**config.mk**
```make
export PLATFORM = sky130hd
export DESIGN_NAME = qkv_bram_writer
export DESIGN_NICKNAME = d
export VERILOG_FILES = /design/src/rtl/qkv_bram_writer.sv
export SDC_FILE = /design/constraint.sdc
export NUM_CORES = 1
export LEC_CHECK = 0
export ABC_AREA = 0
export CAP_MARGIN = 0
export CORE_MARGIN = 10
export CORE_UTILIZATION = 40
export DETAILED_ROUTE_END_ITERATION = 10
export PLACE_DENSITY_LB_ADDON = 0.15
export SYNTH_ARGS = -nofsm -noshare
export SYNTH_HDL_FRONTEND = slang
export SYNTH_SLANG_ARGS = --single-unit
export TNS_END_PERCENT = 10
```
**constraint.sdc**
```tcl
create_clock -name clk -period 2.5 [get_ports clk]
set_input_delay 0.625 -clock clk [delete_from_list [all_inputs] [get_ports clk]]
set_output_delay 0.625 -clock clk [all_outputs]
set_load 0.02 [all_outputs]
```
**src/rtl/qkv_bram_writer.sv**
```systemverilog
// qkv_bram_writer: packs IN_WIDTH beats into DATA_WIDTH words and writes one tile to BRAM Port A.
module qkv_bram_writer #(
    parameter int ADDR_WIDTH = 16,
    parameter int DATA_WIDTH = 256,
    parameter int IN_WIDTH   = 64
) (
    input  logic                  clk,
    input  logic                  rst_n,
    input  logic                  start_write,
    input  logic [ADDR_WIDTH-1:0] base_addr,
    input  logic [ADDR_WIDTH-1:0] num_words,
    input  logic                  s_valid,
    input  logic [IN_WIDTH-1:0]   s_data,
    output logic                  s_ready,
    output logic                  ena,
    output logic                  wea,
    output logic [ADDR_WIDTH-1:0] addra,
    output logic [DATA_WIDTH-1:0] dina,
    output logic                  write_done,
    output logic                  busy
);
    localparam int RATIO = DATA_WIDTH / IN_WIDTH;
    localparam int LW = RATIO > 1 ? $clog2(RATIO) : 1;
    localparam logic [1:0] IDLE = 2'd0, PACK = 2'd1, DONE = 2'd2;
    logic [1:0]            state;
    logic [ADDR_WIDTH-1:0] base_q, num_q;
    logic [ADDR_WIDTH:0]   word_cnt;
    logic [LW-1:0]         lane;
    logic [DATA_WIDTH-1:0] pack_q, packed_word;
    logic                  accept, last_lane;
    assign s_ready   = state == PACK && word_cnt < {1'b0, num_q};
    assign accept    = s_valid && s_ready;
    assign last_lane = lane == LW'(RATIO - 1);
    assign ena       = wea;
    // The beat being accepted is merged in so the word can be written without a bubble
    always_comb begin
        packed_word = pack_q;
        packed_word[lane*IN_WIDTH +: IN_WIDTH] = s_data;
    end
    always_ff @(posedge clk or negedge rst_n) begin
        if (!rst_n) begin
            state      <= IDLE;
            base_q     <= '0;
            num_q      <= '0;
            word_cnt   <= '0;
            lane       <= '0;
            pack_q     <= '0;
            wea        <= 1'b0;
            addra      <= '0;
            dina       <= '0;
            write_done <= 1'b0;
            busy       <= 1'b0;
        end else begin
            wea        <= 1'b0;
            write_done <= 1'b0;
            case (state)
                IDLE: if (start_write) begin
                    base_q     <= base_addr;
                    num_q      <= num_words;
                    word_cnt   <= '0;
                    lane       <= '0;
                    busy       <= 1'b1;
                    state      <= num_words == '0 ? DONE : PACK;
                    write_done <= num_words == '0;
                end
                PACK: begin
                    if (accept) begin
                        pack_q <= packed_word;
                        lane   <= last_lane ? '0 : lane + 1'b1;
                        if (last_lane) begin
                            word_cnt <= word_cnt + 1'b1;
                            wea      <= 1'b1;
                            addra    <= base_q + word_cnt[ADDR_WIDTH-1:0];
                            dina     <= packed_word;
                        end
                    end
                    // The final word's write cycle is the last cycle spent in PACK
                    if (wea && word_cnt == {1'b0, num_q}) begin
                        state      <= DONE;
                        write_done <= 1'b1;
                    end
                end
                default: begin
                    state <= IDLE;
                    busy  <= 1'b0;
                end
            endcase
        end
    end
endmodule

```
==> impl_results.md <==
- Largest area contributor in the netlist: dfrtp_1
- # fillers: 5285
- H-tree lvl count: 2
- Detailed Route WL: 94810 um
- Routed len/inst: 26.40 um
- Peak supply drop: 0.001003 V
- # rows: 93
- Worst-Skew Late Latency: 630 ps
- Final hold slack: 486.5 ps
- Worst Setup Start Kind: register
- FF+latch count, synth: 584
- Final nets: 2826
- Setup ws final: -504.2 ps
- Async SR Flop Fraction: 100.0%
- PwrDens: 1282 mW/mm^2
- Top cells by area, synth: dfrtp_1 56%, a221oi_2 12%, a22o_1 8.6%
- FF+latch area: 0.01461 mm^2
- Failing checks: negative setup slack
- Max Fanout on Critical Path: 2
- DP HPWL: 57450 um
- Clock Pin Slew Worst Setup and Hold Paths: 60 ps
- Clock skew: 31.81 ps
- Hold Path Class: register to register
- Via Count: 20950
- First-pass iteration count of the detailed router: 5
- DRC violation count after routing: 0
- Setup CP Type: register to output port
- Number of flops mapped to enable cells by yosys: 0
- Rel. slew slack: 8.215%
- Vias in the first global route: 21830
- Share of cells above drive strength 1: 25.77%
- Post-synth top cells: 584 x dfrtp_1, 524 x nor2_1, 257 x a22o_1
- GR Util All Layers: 23.78%
- Fmax: 332.9 MHz
- Reg2Reg Setup Slack: -470 ps
- Placed cells: 3407
- Final cell count without fillers: 3591
- Largest net degree at the start of global routing: 90
- Finish-stage setup viols: 482
- CP endpoint kind: output port
- Via density: 5.835
- Clk Tree Root Cell: clkbuf_16
- Critical path data arrival time: 2380 ps
- Final slew viol count: 0
- Worst path top cell family by delay: compound AO/OA/AOI/OAI gates
- Number of buffers created by CTS: 61
- Core area: 0.06458 mm^2
- Status: finished, violations left
- Port Buf Inserts: 376
- Worst-Margin Slew: 1377 ps
- Drt first-iter violations: 1629
- First-pass GRT wire length: 139600 um
- CP Cell Sequence: ha_4, a211oi_2, nor2_1, o31a_1, buf_6, nor3b_4, buf_6
- Area of the multi-input gates: 0.01133 mm^2
- Synth top area share: 55.98%
- Max Cap Viol: 0
- Clk sinks: 584
- Mapped Cells: 2258
- Final setup TNS: -115150 ps
- Total congestion overflow: 0
- Worst Path Required: 1880 ps
- Syn Nets: 2397
- Most common cell type on the critical path: buf_6
- Slowest CP cell: dfrtp_1
- Mapped Area: 0.02610 mm^2
- RePlAce Congestion: 0.8690
- Syn_area_per_cell: 11.56 um^2
- Ports: 377
- RSZ-0062 raised after global routing: yes
- Crit-path max cell delay: 430 ps
- Final hold vios: 0
- CTS tree: done
- Die X: 275.5 um
- Die Y: 275.5 um
- Yosys warns: 0
- Initial antenna violation count: 5
- Most frequent cell after synthesis: dfrtp_1
- Leak: 16.73 nW
- Primary FF master, synth: dfrtp_1
- Tcrit/Tclk final: 120.2%
- Max Root-Sink Buffers: 3
- Initial core utilization: 40.42%
- Synth unique cells: 62
- Antenna Nets Post-Route: 0
- Design area: 0.03675 mm^2
- Final worst path period need: 3004 ps
- Worst path bufs/invs: 2
- Area growth syn-to-layout: 40.79%
- Dpl cell area: 0.03176 mm^2
- Register area share after synthesis: 55.98%
- DIE AREA: 0.07588 mm^2
## worst min-delay path, stage by stage, from the launching register on
cell,delay [ps]
dfrtp_1,340
nand2_1,50
nand2_1,60
## repair_timing
item	in CTS	in global routing
hold buffers	1	0
setup endpoints to repair	479	546
gates resized for setup	146	176
cloned	18	27
hold endpoints to repair	29	0
setup buffers	18	14
pin swaps	15	170
## power breakdown
| part | internal, mW | switching [mW] | total, mW |
|---|---|---|---|
| registers | 13.5 | 3.40 | 16.9 |
| logic | 9.49 | 11.4 | 20.9 |
| clock network | 5.47 | 3.83 | 9.30 |
| total | 28.5 | 18.6 | 47.1 |
## per-layer routing
| metal | global-route usage [%] | share of wire (%) |
|---|---|---|
| met3 | 5.201 | 7.6 |
| met2 | 38.58 | 48 |
| met1 | 31.16 | 42 |
| met4 | 7.995 | 2.5 |
| met5 | 0 | 0.031 |
## area by class of cell
| type | instances | share of cell area [%] |
|---|---|---|
| clock buffers | 89 | 4.797 |
| multi-input cells | 1393 | 30.82 |
| inverters | 32 | 0.4256 |
| well taps | 855 | 2.911 |
| flip-flops and latches | 584 | 39.76 |
| clock inverters | 19 | 0.7149 |
| repair buffers | 614 | 20.50 |
| repair inverters | 1 | 0.04426 |
| diodes | 4 | 0.02724 |
## sequential cells by signal, indices dropped and copies added (netlist names)
register and cells:
write_done 1, addra 16, base_q 16, lane 2, state 2, num_q 16, word_cnt 17, pack_q 256
dina 256, busy 1, ena 1
## final timing paths
path                             start     endpoint  cells past startpoint
min                          base_q[7]    base_q[7]                      2
max reg2reg                word_cnt[4]    dina[247]                     12
min in group asynchronous        rst_n  pack_q[119]                      2
max                        word_cnt[4]      s_ready                      7
min reg2reg                  base_q[7]    base_q[7]                      2
max in group asynchronous        rst_n  pack_q[138]                      3
## cells in the final DEF, fill, tap and decap left out, types with 32 or more instances in the layout
cell / n
nor2_1: 468
ha_1: 35
buf_12: 73
clkdlybuf4s50_1: 374
a22o_1: 257
nand2_1: 109
a221oi_2: 207
a221oi_4: 49
dfrtp_1: 584
clkbuf_16: 82
buf_4: 79
nor2_2: 45
buf_6: 32
## stage by stage
step	total power, mW	util, %	setup slack (ps)
3_3_place_gp	35.42	49.18	-484.0
3_5_place_dp	35.72	49.18	-507.6
6_report	47.11	56.91	-504.2
2_1_floorplan	26.21	-	-33.86
5_1_grt	49.50	56.90	-571.2
4_1_cts	46.26	54.71	-506.2
## kinds of logic after synthesis
kind of cell               count (synthesis)  synth area share, %
muxes                                      6               0.2444
AOI/OAI and AO/OA                        618                24.97
and+or+nand+nor                          717                10.99
adders and majority gates                 39                1.898
buffers and inverters                    281                5.479
xor gates and xnor gates                  13               0.4362
DFF                                      584                55.98
(Power assumes the default switching activity.)
